<file path="config.mk">
export PLATFORM = sky130hd
export DESIGN_NAME = jpc_ifetch_pf
export DESIGN_NICKNAME = d
export VERILOG_FILES = /design/src/rtl/jpc_ifetch_pf_pkg.sv /design/src/rtl/jpc_fifo.sv /design/src/rtl/jpc_ifetch_pf.sv
export SDC_FILE = /design/constraint.sdc
export NUM_CORES = 1
export LEC_CHECK = 0
export ABC_AREA = 1
export CAP_MARGIN = 40
export CORE_ASPECT_RATIO = 0.6
export CORE_UTILIZATION = 50
export CTS_BUF_LIST = sky130_fd_sc_hd__clkbuf_8
export CTS_CLUSTER_DIAMETER = 60
export DETAILED_ROUTE_END_ITERATION = 10
export GPL_TIMING_DRIVEN = 0
export PLACE_DENSITY_LB_ADDON = 0.08
export RECOVER_POWER = 100
export SLEW_MARGIN = 20
export SYNTH_ARGS = -nofsm -noshare
export SYNTH_HDL_FRONTEND = slang
export SYNTH_SLANG_ARGS = --single-unit
export TNS_END_PERCENT = 30
</file>
<file path="constraint.sdc">
create_clock -name clk -period 12.8 [get_ports clk]
set_input_delay 2.56 -clock clk [delete_from_list [all_inputs] [get_ports clk]]
set_output_delay 2.56 -clock clk [all_outputs]
set_load 0.02 [all_outputs]
</file>
<file path="src/rtl/jpc_ifetch_pf_pkg.sv">
// Shared configuration, state encoding and helpers for the prefetching fetch unit.
package jpc_ifetch_pf_pkg;

  localparam int unsigned JPC_ADDRESS_WIDTH     = 32;
  localparam int unsigned JPC_INSTRUCTION_WIDTH = 32;
  localparam int unsigned JPC_MEMDATA_WIDTH     = 32;
  localparam logic [JPC_ADDRESS_WIDTH-1:0] JPC_NULL_ADDRESS = '0;

  typedef enum logic [0:0] {
    JPC_IFPF_IDLE = 1'b0,
    JPC_IFPF_RUN  = 1'b1
  } ifpf_state_e;

  // Bits needed to hold a count in 0..n inclusive.
  function automatic int unsigned cnt_width(input int unsigned n);
    return $clog2(n + 1);
  endfunction

endpackage

</file>
<file path="src/rtl/jpc_fifo.sv">
// Synchronous FIFO with clear and occupancy count; pop_data shows the head entry.
module jpc_fifo
  import jpc_ifetch_pf_pkg::*;
#(
  parameter int unsigned WIDTH = 32,
  parameter int unsigned DEPTH = 4
) (
  input  logic                            clk,
  input  logic                            rst,
  input  logic                            clr,
  input  logic                            push,
  input  logic [WIDTH-1:0]                push_data,
  input  logic                            pop,
  output logic [WIDTH-1:0]                pop_data,
  output logic [cnt_width(DEPTH)-1:0]     count
);

  localparam int unsigned AW = (DEPTH > 1) ? $clog2(DEPTH) : 1;
  localparam int unsigned CW = cnt_width(DEPTH);

  logic [WIDTH-1:0] mem_q [DEPTH];
  logic [AW-1:0]    rd_q;
  logic [AW-1:0]    wr_q;
  logic [CW-1:0]    count_q;
  logic             do_push;
  logic             do_pop;

  function automatic logic [AW-1:0] next_ptr(input logic [AW-1:0] p);
    return (p == AW'(DEPTH - 1)) ? '0 : p + AW'(1);
  endfunction

  assign do_push  = push & (count_q != CW'(DEPTH));
  assign do_pop   = pop & (count_q != '0);
  assign pop_data = mem_q[rd_q];
  assign count    = count_q;

  // Storage write; contents are only observed through the count-qualified head.
  always_ff @(posedge clk) begin
    if (do_push) begin
      mem_q[wr_q] <= push_data;
    end
  end

  // Pointer and occupancy tracking; clear has priority over push/pop.
  always_ff @(posedge clk) begin
    if (rst || clr) begin
      rd_q    <= '0;
      wr_q    <= '0;
      count_q <= '0;
    end else begin
      if (do_push) wr_q <= next_ptr(wr_q);
      if (do_pop)  rd_q <= next_ptr(rd_q);
      case ({do_push, do_pop})
        2'b10:   count_q <= count_q + CW'(1);
        2'b01:   count_q <= count_q - CW'(1);
        default: count_q <= count_q;
      endcase
    end
  end

endmodule

</file>
<file path="src/rtl/jpc_ifetch_pf.sv">
// Prefetching instruction-fetch unit: streams sequential fetches, buffers in-order
// responses with their PCs, and drops responses belonging to a redirected stream.
module jpc_ifetch_pf
  import jpc_ifetch_pf_pkg::*;
#(
  parameter int unsigned ADDR_WIDTH      = JPC_ADDRESS_WIDTH,
  parameter int unsigned INSTR_WIDTH     = JPC_INSTRUCTION_WIDTH,
  parameter int unsigned DEPTH           = 4,
  parameter int unsigned MAX_OUTSTANDING = 2
) (
  input  logic                   clk,
  input  logic                   rst,
  input  logic [ADDR_WIDTH-1:0]  pc_I,
  input  logic                   pc_valid_I,
  output logic                   pc_ready_O,
  output logic [INSTR_WIDTH-1:0] instr_O,
  output logic [ADDR_WIDTH-1:0]  instr_pc_O,
  output logic                   instr_valid_O,
  input  logic                   instr_ready_I,
  output logic [ADDR_WIDTH-1:0]  mem_addr_O,
  output logic                   mem_addr_valid_O,
  input  logic                   mem_addr_ready_I,
  input  logic [INSTR_WIDTH-1:0] mem_data_I,
  input  logic                   mem_data_valid_I,
  output logic                   mem_data_ready_O
);

  localparam int unsigned QW   = ADDR_WIDTH + INSTR_WIDTH;
  localparam int unsigned QCW  = cnt_width(DEPTH);
  localparam int unsigned OW   = cnt_width(MAX_OUTSTANDING);
  localparam int unsigned STEP = INSTR_WIDTH / 8;

  ifpf_state_e           state_q;
  ifpf_state_e           state_d;
  logic [ADDR_WIDTH-1:0] fetch_ptr_q;
  logic [OW-1:0]         discard_q;
  logic [OW-1:0]         outstanding;
  logic [QCW-1:0]        q_count;
  logic [QW-1:0]         q_head;
  logic [ADDR_WIDTH-1:0] tag_head;
  logic                  issue_ok;

  logic pc_fire;
  logic addr_fire;
  logic data_fire;
  logic instr_fire;
  logic keep_resp;

  assign pc_ready_O       = ~rst;
  assign pc_fire          = pc_valid_I & pc_ready_O;
  assign mem_addr_valid_O = issue_ok;
  assign mem_addr_O       = fetch_ptr_q;
  assign mem_data_ready_O = (outstanding != '0);
  assign addr_fire        = mem_addr_valid_O & mem_addr_ready_I;
  assign data_fire        = mem_data_valid_I & mem_data_ready_O;
  assign instr_valid_O    = (q_count != '0);
  assign instr_fire       = instr_valid_O & instr_ready_I;
  assign keep_resp        = data_fire & (discard_q == '0);
  assign instr_O          = instr_valid_O ? q_head[INSTR_WIDTH-1:0] : '0;
  assign instr_pc_O       = instr_valid_O ? q_head[QW-1:INSTR_WIDTH]
                                          : ADDR_WIDTH'(JPC_NULL_ADDRESS);

  // Next state and issue permission; reservation covers in-flight plus buffered entries.
  always_comb begin
    state_d  = state_q;
    issue_ok = 1'b0;
    case (state_q)
      JPC_IFPF_IDLE: issue_ok = 1'b0;
      JPC_IFPF_RUN:  issue_ok = (32'(outstanding) < MAX_OUTSTANDING) &&
                                (32'(outstanding) + 32'(q_count) < DEPTH);
    endcase
    if (pc_fire) state_d = JPC_IFPF_RUN;
  end

  // State register.
  always_ff @(posedge clk) begin
    if (rst) state_q <= JPC_IFPF_IDLE;
    else     state_q <= state_d;
  end

  // Fetch pointer: loaded on redirect, otherwise advances (wrapping) on each accepted request.
  always_ff @(posedge clk) begin
    if (rst)            fetch_ptr_q <= ADDR_WIDTH'(JPC_NULL_ADDRESS);
    else if (pc_fire)   fetch_ptr_q <= pc_I;
    else if (addr_fire) fetch_ptr_q <= fetch_ptr_q + ADDR_WIDTH'(STEP);
  end

  // Responses still owed to the old stream after a redirect are counted and dropped.
  always_ff @(posedge clk) begin
    if (rst) begin
      discard_q <= '0;
    end else if (pc_fire) begin
      discard_q <= outstanding + OW'(addr_fire) - OW'(data_fire);
    end else if (data_fire && (discard_q != '0)) begin
      discard_q <= discard_q - OW'(1);
    end
  end

  // PC tags of accepted requests; its occupancy is the outstanding-request count.
  jpc_fifo #(
    .WIDTH (ADDR_WIDTH),
    .DEPTH (MAX_OUTSTANDING)
  ) u_tag_fifo (
    .clk       (clk),
    .rst       (rst),
    .clr       (1'b0),
    .push      (addr_fire),
    .push_data (fetch_ptr_q),
    .pop       (data_fire),
    .pop_data  (tag_head),
    .count     (outstanding)
  );

  // Instruction queue of {pc, instruction}; flushed by any redirect.
  jpc_fifo #(
    .WIDTH (QW),
    .DEPTH (DEPTH)
  ) u_instr_q (
    .clk       (clk),
    .rst       (rst),
    .clr       (pc_fire),
    .push      (keep_resp),
    .push_data ({tag_head, mem_data_I}),
    .pop       (instr_fire),
    .pop_data  (q_head),
    .count     (q_count)
  );

endmodule

</file>
After elaboration in Yosys (flattened, before gate mapping)
Memories as Yosys holds them, arrays and structs flattened. A register that Yosys moved wholly into a read port is not among the register bits. Cells that the tools add are included.

Bits in registers: 46. Bits in writable memories: 320. Input port bits: 70. Output and inout port bits: 100. Logic and storage cells: 77. Memories kept: 2.

Memories: u_instr_q.mem_q (depth 4, bits a word 64, rd ports 1, clocked after Yosys merged registers in 1, wr ports 1, line jpc_fifo.sv:21) `logic [WIDTH-1:0] mem_q [DEPTH];`; u_tag_fifo.mem_q (depth 2, bits a word 32, rd ports 1, clocked after Yosys merged registers in 1, wr ports 1, line jpc_fifo.sv:21).

$add $sub $neg: 13. Order comparisons: 2. Eq/ne operators: 8. Multiplexer cells: 21. Bitwise gates (word level): 11. Reduce and logical (&&, ||, !) cells: 11.

Operators by type and width (number): two-way mux 32 bit (4); adder 32 x 3 -> 32 bit, second input constant (1); two-way mux 2 bit (6); nonzero test 2 bit (6); bitwise AND 1 bit (9); equality test 2 bit, second input constant (4); two-way mux 1 bit (8); adder 2 x 1 -> 2 bit, second input constant (3); one-hot mux 3 bit (2 select lines) (1); adder 2 x 3 -> 4 bit (1); equality test 2 x 1 -> 1 bit, second input constant (2); < comparator 4 x 3 -> 1 bit, second input constant (1); one-hot mux 2 bit (2 select lines) (1); subtractor 2 x 1 -> 2 bit, second input constant (2); adder 3 x 1 -> 3 bit, second input constant (1); inequality test 3 bit, second input constant (1); nonzero test 3 bit (1); subtractor 3 x 1 -> 3 bit, second input constant (1); adder 1 bit, second input constant (2); adder 2 x 1 -> 2 bit (1); logical AND 1 bit (2); logical NOT 2 bit (1); < comparator 2 bit, second input constant (1); inequality test 2 bit, second input constant (1); other kinds (4) (5).

Longest topological paths before layout
Gate-level depths: netlist of the first run.

Depth after elaboration: 8. Mapped depth: 12. Depth with buffers taken out: 12.

By module
A second synthesis of the first run with hierarchy kept.

Cells, all modules: 1409. Area, all modules: 15922.8 µm².

By module, submodules not included: jpc_fifo at u_instr_q (times used 1, cells each 690, area an instance 9998.3 µm², seq. area each 7867.5 µm²); jpc_ifetch_pf (times used 1, cells each 583, area an instance 3221.8 µm², seq. area each 700.7 µm²); jpc_fifo at u_tag_fifo (times used 1, cells each 136, area an instance 2702.6 µm², seq. area each 2021.9 µm²).

Worst setup path after synthesis of the first run
No wires, ideal clock.

Kind: input to register. Start point: input mem_data_valid_I. End point: memory u_instr_q.mem_q[0][0] in the netlist's numbering, enable pin. Library setup time: 0.487 ns. Data arrival time: 5.667 ns. Required time: 12.313 ns. Path slack: 6.646 ns. Stages: 3. Buffers on the path: 0. Cells stage by stage: o21a_1 -> nand2_1 -> nor2_1.

Word-level cells in the longest chain between the ends: 5.

Ends and longest elaborated chain: from (decl) (line jpc_ifetch_pf.sv:24) `input logic mem_data_valid_I,`; bitwise AND 1 bit (line jpc_ifetch_pf.sv:55) `assign data_fire = mem_data_valid_I & mem_data_ready_O;`; bitwise AND 1 bit (line jpc_ifetch_pf.sv:58) `assign keep_resp = data_fire & (discard_q == '0);`; bitwise AND 1 bit (line jpc_fifo.sv:32) `assign do_push = push & (count_q != CW'(DEPTH));`; two-way mux 1 bit (line jpc_fifo.sv:39) `if (do_push) begin`; two-way mux 1 bit (not written as such) (line jpc_fifo.sv:40) `mem_q[wr_q] <= push_data;`; to (decl) (line jpc_fifo.sv:21).

Every way passes these cells.

Final worst setup path of the first run
Start point: input rst. End point: output pc_ready_O.

Word-level cells in the longest chain between the ends: 1.

Ends and longest elaborated chain: from (decl) (line jpc_ifetch_pf.sv:12) `input logic rst,`; inverter 1 bit (line jpc_ifetch_pf.sv:49) `assign pc_ready_O = ~rst;`; to (decl) (line jpc_ifetch_pf.sv:15) `output logic pc_ready_O,`.

Every way passes these cells.

==> results of run 1 <==
-- cell type report --
cell class	count	area [sq um]	share of cell area [%]
sequential	369	10600	57.2
multi-input combinational	885	4230	22.9
timing repair buffer	183	1750	9.47
clock buffer	56	771	4.17
tap	408	510	2.76
buffer	67	275	1.49
inverter	58	220	1.19
clock inverter	39	150	0.812
-- power by group through the flow --
stage                     clock network (mW)  registers, mW  logic (mW)
after floorplan                            0           1.40       0.136
after global placement                     0           1.40       0.257
after detailed placement                   0           1.40       0.270
after CTS                              0.847           1.37       0.271
after global routing                   0.896           1.38       0.269
final                                  0.830           1.37       0.246
-- synth_stat cells, drive strengths merged (2+ instances only) --
library cell	n	area, sq um
edfxtp	320	9610
a211oi	3	22.5
nor3	13	86.3
buf	45	221
o211ai	4	30.0
o21ai	152	761
inv	56	213
nand2	146	573
a21oi	98	498
nand4	3	18.8
clkbuf	22	82.6
and3	2	12.5
dfxtp	49	981
mux2	32	360
xnor2	2	17.5
clkinv	2	8.75
ha	12	150
nand3	40	205
a31oi	5	31.3
a21boi	2	15.0
o21a	2	15.0
nor2	366	1430
-- worst min-delay path by stage --
stage,from,end,slack [ns]
final,u_tag_fifo.rd_q,u_tag_fifo.rd_q,0.46
after global routing,u_tag_fifo.rd_q,u_tag_fifo.rd_q,0.49
after CTS,u_tag_fifo.rd_q,u_tag_fifo.rd_q,0.46
after detailed placement,u_tag_fifo.rd_q,u_tag_fifo.rd_q,0.45
after global placement,u_tag_fifo.rd_q,u_tag_fifo.rd_q,0.44
after floorplan,u_tag_fifo.rd_q,flip-flop,0.43
-- routing by layer --
metal	global-route usage, %	vias to the layer above	share of wire (%)
li1	-	5271	-
met1	37.7	5196	49
met3	5.50	49	7.5
met2	34.0	355	42
met4	5.74	0	1.4
met5	0	-	0
-- worst register-to-register path: stages (launching register included) --
cell	delay, ns
sky130_fd_sc_hd__dfxtp_1	0.31
sky130_fd_sc_hd__inv_1	0.07
sky130_fd_sc_hd__ha_1	0.14
sky130_fd_sc_hd__inv_1	0.06
sky130_fd_sc_hd__a31oi_1	0.16
sky130_fd_sc_hd__nand2_1	0.22
sky130_fd_sc_hd__nor2_1	0.77
sky130_fd_sc_hd__clkbuf_1	0.87
sky130_fd_sc_hd__clkbuf_1	1.05
sky130_fd_sc_hd__clkbuf_1	1.12
-- per-stage QoR --
| stage | util (%) | cell area (sq um) |
|---|---|---|
| 2_1_floorplan | - | 15400 |
| 3_3_place_gp | 58.4 | 17600 |
| 3_5_place_dp | 59.5 | 17900 |
| 4_1_cts | 62.6 | 18800 |
| 5_1_grt | 61.5 | 18500 |
| 6_report | 61.5 | 18500 |
-- cells by family (layout without fill, tap and decap cells) --
family / count (synthesis) / after routing
compound gates: 266 / 266
xor+xnor: 3 / 3
fa+ha+maj: 13 / 13
buf+inv: 125 / 403
flops: 369 / 369
mux: 32 / 32
simple gates: 571 / 571
-- flip-flops by register name, summed over array words and instances (netlist names), 2 cells and up, named ones only --
name / flops
u_tag_fifo.mem_q: 64
u_instr_q.mem_q: 256
u_instr_q.rd_q: 2
u_instr_q.wr_q: 2
u_tag_fifo.count: 2
mem_addr_O: 32
discard_q: 2
u_instr_q.count: 3
==> impl_summary.md, run 1 <==
Worst setup path
The count of cells along the worst register-to-register path is 9. The worst setup path is of the in2out kind. The critical path's top delay family is buffers and inverters. The worst setup path is captured at a primary output. The peak per-stage delay on the critical path is 0.71 ns. Together, buffers and inverters on the worst path number 5. The most repeated library cell on the critical path is sky130_fd_sc_hd__clkbuf_1. In this run the critical register-to-register path is launched from discard_q[0]. In this run the worst setup path terminates at pc_ready_O. The slowest stage cell on the critical path is sky130_fd_sc_hd__clkdlybuf4s50_1. The peak fanout along the critical path is 10.

STA puts the critical path data arrival time at 4.79 ns. Traced cell by cell, the critical path runs through dlygate4sd3_1 > inv_1 > clkbuf_1 > clkbuf_1 > clkdlybuf4s50_1. The number of logic stages on the critical path including buffering is 5. The endpoint identified for the worst register-to-register timing path is u_instr_q.mem_q[0][63]. The setup slack on the worst flop-to-flop path is 7.63 ns.

STA classifies the critical path startpoint as a primary input. At the worst endpoint, the required time is 10.24 ns. The startpoint of the most critical setup path is rst.

Finish
The share of layout cells above drive strength 1 is 6.28%. From synthesis to final layout, the design area changed by 20.3%. The number of fillers in the final layout is 2509. The top cell types in the final layout, fill and taps aside, are sky130_fd_sc_hd__nor2_1 (358), sky130_fd_sc_hd__edfxtp_1 (320), sky130_fd_sc_hd__o21ai_0 (146). The final-stage net count is 1699. The count of antenna diodes in the layout is 0. The commonest non-fill, non-tap cell in the layout is sky130_fd_sc_hd__nor2_1. The finished layout holds 2065 standard cells, fillers aside.

Pwr
Net switching is 24.8% of the power. Of the total power, the clock network draws 33.9%. The fraction of power consumed by sequential logic is 56.1%. The worst supply voltage drop on vdd is 86.7 uV. In this run the static leakage power is 6.73 nW. The power density normalized to cell area is 132 nW/um^2. The internal power consumption is 1.84 mW.

The total power consumption of the routed design is 2.45 mW. In this run the power spent charging and discharging nets is 0.608 mW. The combinational group share of total power is 10.0%.

GRT
The initial antenna violation count is 0. The global-route total usage across every layer is 24.2%. Entering global routing, the biggest net connects 26 pins. The via count of the first global-routing pass is 10022.

The total overflow left after global routing is 0. The first-pass GRT wire length is 57500 microns.

Logic synthesis
The most used flip-flop cell after synthesis is sky130_fd_sc_hd__edfxtp_1. Yosys printed 0 warnings. After synthesis, the share of flip-flops with an asynchronous set or reset is 0%. The complex-gate fraction of the synthesized area is 8.93%.

After synthesis, the mean cell area works out to 11.2 sq um. The synthesized area is 15400 sq um. The synthesized netlist contains 43 unique library cells. The number of nets handed over by synthesis was 1462. The mux share of post-synthesis cell area is 2.34%. Of the total synthesized cell area, the portion taken by full adders, half adders and majority gates is 1.11%. After Yosys synthesis, XOR and XNOR cells account for 0.171% of the synthesized area. The post-synthesis sequential area ratio is 68.9%. The cell count after synthesis came out at 1379. Summing the areas of all and, or, nand and nor instances in the mapped netlist gives 15.2% of the synthesized area. After synthesis the netlist holds a flip-flop and latch count of 369. The largest family of logic cells by synthesized area is simple AND/OR/NAND/NOR gates. In this run, synthesis inferred 320 flip-flops with an integrated enable.

Placement
The routability congestion estimate from global placement is 0.930. The pre-CTS setup slack is 5.72 ns. Summed over all nets, the half-perimeter wirelength after detailed placement is 25900 microns. The count of buffers from port buffering is 169. The number of instances in the placed design is 1969.

Clocking
The longest clock path from root to sink contains 3 buffers. Gates resized during post-CTS repair numbered 0. The H-tree generated during clock tree synthesis spans 2 levels. The number of buffers created by CTS is 52. After clock tree synthesis, the clock-pin slew on the worst setup and hold paths is 0.07 ns.

The number of clock sinks is 369. The clock latency of the later-clocked register in the worst-skew pair is 0.60 ns. The number of hold buffers added after CTS was 0. The tree is rooted in a sky130_fd_sc_hd__clkbuf_8.

The setup fix buffers added after clock tree synthesis is 0. TritonCTS built the clock tree.

Route
The routed wirelength normalized by instance count is 18.6 microns. For this block, the routed nets add up to 38400 microns of wire. The via count is 10871. The detailed-router iteration count before antenna repair is 5. The remaining antenna violation count is 0. The DRC violation count after routing is 0. After the first detailed-routing iteration, the DRC count stood at 873. The number of vias per cell after detailed routing is 5.26.

Floorplan
The die boundary height is 138 microns. The core region area is 30100 sq um. During I/O placement, the number of pins put on the boundary was 170. The number of placement rows is 49.

The die area is 31500 sq um. The die extent in x is 228 microns. The starting density of the core is 51.1%.

Timing
In the final timing run, aggregate negative setup slack is 0 ns. The count of final hold-check violations is 0. The headroom to the max-slew limit is -28.8%. The final number of setup-violating endpoints is 0.

The worst setup slack after layout is 5.45 ns. The number of max-slew violations in the final report is 22. The routed design could run at a clock period as short as 7.35 ns.

The smallest hold slack is 0.463 ns. The final critical-path share of the clock period is 57.4%. Setup repair after global routing left no endpoint under its margin. The final worst clock skew is 0.0224 ns. At the pin with the least slew margin, the transition time is 1.93 ns. The maximum frequency from static timing analysis is 136 MHz.

Status
The run finished, with violations left. The checks that failed: capacitance limit, slew limit.

Min path
The min-delay analysis places its worst path in the category reg2reg. Counting instances, the worst hold path has a depth of 1.

Job
The reported max-cap violation count is 2.
Power figures use the tool's default switching activity.
==> inputs of run 2 (changes only) <==
- clock period: 12.8 -> 7.1 ns (I/O delays scaled with it)
==> impl_summary.md, run 2 (same netlist as run 1, synthesis figures left out) <==
Status
The flow ran to the end, but the final reports show violations. The checks that failed: capacitance limit, slew limit.

Timing
Setup repair after global routing left no endpoint under its margin. The headroom to the max-slew limit is -27.3% (+1.5 points). The final number of setup-violating endpoints is 0 (unchanged). The final critical-path share of the clock period is 74.4%. The slew at the pin with the worst max-slew slack was 1.90 ns (-0.0230 ns). The setup TNS after final layout was 0 ns (unchanged). The number of max-slew violations in the final report was 22 (unchanged). The worst setup slack after layout was 1.82 ns (-3.63 ns). The count of final hold-check violations is 0 (unchanged). The final worst clock skew is 0.0216 ns (-0.000837 ns). The minimum clock period after layout is 5.28 ns. Timing would allow up to 189 MHz.

GRT
The largest net degree at the start of global routing is 26 (unchanged). The global-route total usage across every layer is 24.2% (unchanged). The first-pass GRT wire length is 57500 microns (unchanged). The residual overflow from global routing came to 0 (unchanged). The via count of the first global-routing pass is 10022 (unchanged). The initial antenna violation count is 0 (unchanged).

Min path
For hold timing, the worst endpoint is u_tag_fifo.rd_q. In this run the worst hold path is classified as reg2reg. The launch point of the worst hold path is u_tag_fifo.rd_q. The cell count of the worst hold path came to 1 (unchanged).

Placement
The pre-CTS setup slack came to 2.30 ns (-3.42 ns). The post-place instance area is 17900 sq um (unchanged). The half-perimeter wire length of the detailed placement result is 25900 microns (unchanged). The count of buffers from port buffering is 169 (unchanged). The routability congestion estimate from global placement is 0.930 (unchanged).

Route
The number of DRC markers in iteration 0 is 852 (-2.4%). The via count is 10840 (-0.29%). The detailed-router iteration count before antenna repair was 5 (unchanged). The remaining antenna violation count came to 0 (unchanged). The number of vias per cell after detailed routing is 5.25 (-0.29%). The routed wirelength normalized by instance count is 18.6 microns (-0.19%). The DRC violation count after routing came to 0 (unchanged). The detailed-route wire length is 38300 microns (-0.19%).

Finish
u_instr_q.mem_q holds more flip-flops than any other register. The area of the multi-input gates came to 4230 sq um (unchanged). Leaving out fill and tap cells, the most frequent cells in the layout are sky130_fd_sc_hd__nor2_1 (358), sky130_fd_sc_hd__edfxtp_1 (320), sky130_fd_sc_hd__o21ai_0 (146). The count of antenna diodes in the layout is 0 (unchanged). The share of layout cells above drive strength 1 is 6.34% (+0.060 points). The flip-flop and latch area was 10600 sq um (unchanged).

The flip-flop count of the largest register, all copies and words added was 256 (unchanged). The final instance area is 18500 sq um (about the same). The area added between synthesis and finish is 20.4% (about the same). The number of fillers in the final layout is 2506 (-0.12%). The final-stage net count was 1699 (unchanged). Leaving out fill and tap cells, the most frequent cell in the layout is sky130_fd_sc_hd__nor2_1.

Worst setup path
The data arrival time at the worst-slack endpoint is 5.57 ns (+0.78 ns). The count of cells along the worst register-to-register path is 9 (unchanged). The setup slack on the worst flop-to-flop path came to 2.76 ns (-4.87 ns). STA classifies the critical path startpoint as a primary input. The endpoint of the worst-slack reg-to-reg timing path is u_instr_q.mem_q[0][58].

The peak fanout along the critical path is 22 (+12). The worst endpoint required time is 7.39 ns (-2.85 ns). The worst register-to-register path begins at discard_q[0]. By startpoint and endpoint, the worst setup path is classified as in2reg. The critical path endpoint category is a flip-flop.

Clocking
The maximum clock insertion buffer count is 3 (unchanged). The clock latency of the later-clocked register in the worst-skew pair is 0.60 ns (about the same). The depth of the CTS H-tree was 2 (unchanged). The hold-fix buffer count after cts came to 0 (unchanged). The number of buffers created by CTS is 52 (unchanged). The number of clock sinks is 369 (unchanged).

The clock transition at the registers of the reported paths is 0.07 ns (about the same). The post-cts repair resize count is 0 (unchanged). The setup fix buffers added after clock tree synthesis is 0 (unchanged).

The root buffer cell is sky130_fd_sc_hd__clkbuf_8. The clock tree from TritonCTS is done.

Pwr
The worst supply voltage drop on vdd was 156 uV (+80%). The cell leakage power is 6.74 nW (+0.11%). The power density normalized to cell area is 238 nW/um^2 (+80%).

Floorplan
The number of primary I/O pins is 170 (unchanged). The die area is 31500 sq um (unchanged). The number of placement rows came to 49 (unchanged). The starting density of the core is 51.1% (unchanged). The die boundary height is 138 microns (unchanged).

The core region area is 30100 sq um (unchanged). The die extent in x is 228 microns (unchanged).

Job
The reported max-cap violation count is 2 (unchanged).
run 2: how the worst max path moves through the flow:
stage / from / endpoint / slack [ns] / depth (start not counted)
2_1_floorplan: mem_data_valid_I / u_instr_q.mem_q[0][0] / 2.09 / 3
3_3_place_gp: mem_data_valid_I / u_instr_q.mem_q[0][6] / -0.72 / 4
3_5_place_dp: rst / pc_ready_O / 2.30 / 5
4_1_cts: rst / pc_ready_O / 2.27 / 5
5_1_grt: mem_data_valid_I / u_instr_q.mem_q[0][56] / 1.52 / 7
6_report: mem_data_valid_I / u_instr_q.mem_q[0][58] / 1.82 / 7
run 2: power breakdown:
group	switching, mW	internal (mW)
Sequential	0.0390	2.43
Clock	0.773	0.723
Combinational	0.284	0.161
Total	1.10	3.32
run 2: metal layers:
| layer | GRT usage (%) | vias to the layer above | wire length (microns) |
|---|---|---|---|
| met4 | 5.74 | 0 | 544 |
| met3 | 5.50 | 51 | 3040 |
| li1 | - | 5265 | - |
| met2 | 34.0 | 364 | 16100 |
| met5 | 0 | - | 0 |
| met1 | 37.7 | 5160 | 18600 |
run 2: critical path, cell delays in order:
cell	delay (ns)
sky130_fd_sc_hd__dlygate4sd3_1	0.53
sky130_fd_sc_hd__o21a_1	0.28
sky130_fd_sc_hd__nand2_1	0.26
sky130_fd_sc_hd__nor2_1	0.77
sky130_fd_sc_hd__clkbuf_1	0.87
sky130_fd_sc_hd__clkbuf_1	1.13
sky130_fd_sc_hd__buf_12	0.29
run 2: area by class of cell:
class / count / area share [%]
buffer: 67 / 1.49
timing repair buffer: 183 / 9.55
multi-input combinational: 885 / 22.8
tap: 408 / 2.76
clock buffer: 56 / 4.16
clock inverter: 39 / 0.811
sequential: 369 / 57.2
inverter: 58 / 1.19
run 2: per-stage QoR:
step	hold WS, ns	utilization [%]	power (mW)	instances
CTS	0.463	62.6	4.49	2064
floorplan	0.426	-	2.77	1379
global route	0.489	61.5	4.58	2065
finish	0.463	61.5	4.41	2065
global placement	0.441	58.4	2.99	1956
detailed placement	0.452	59.5	3.01	1969
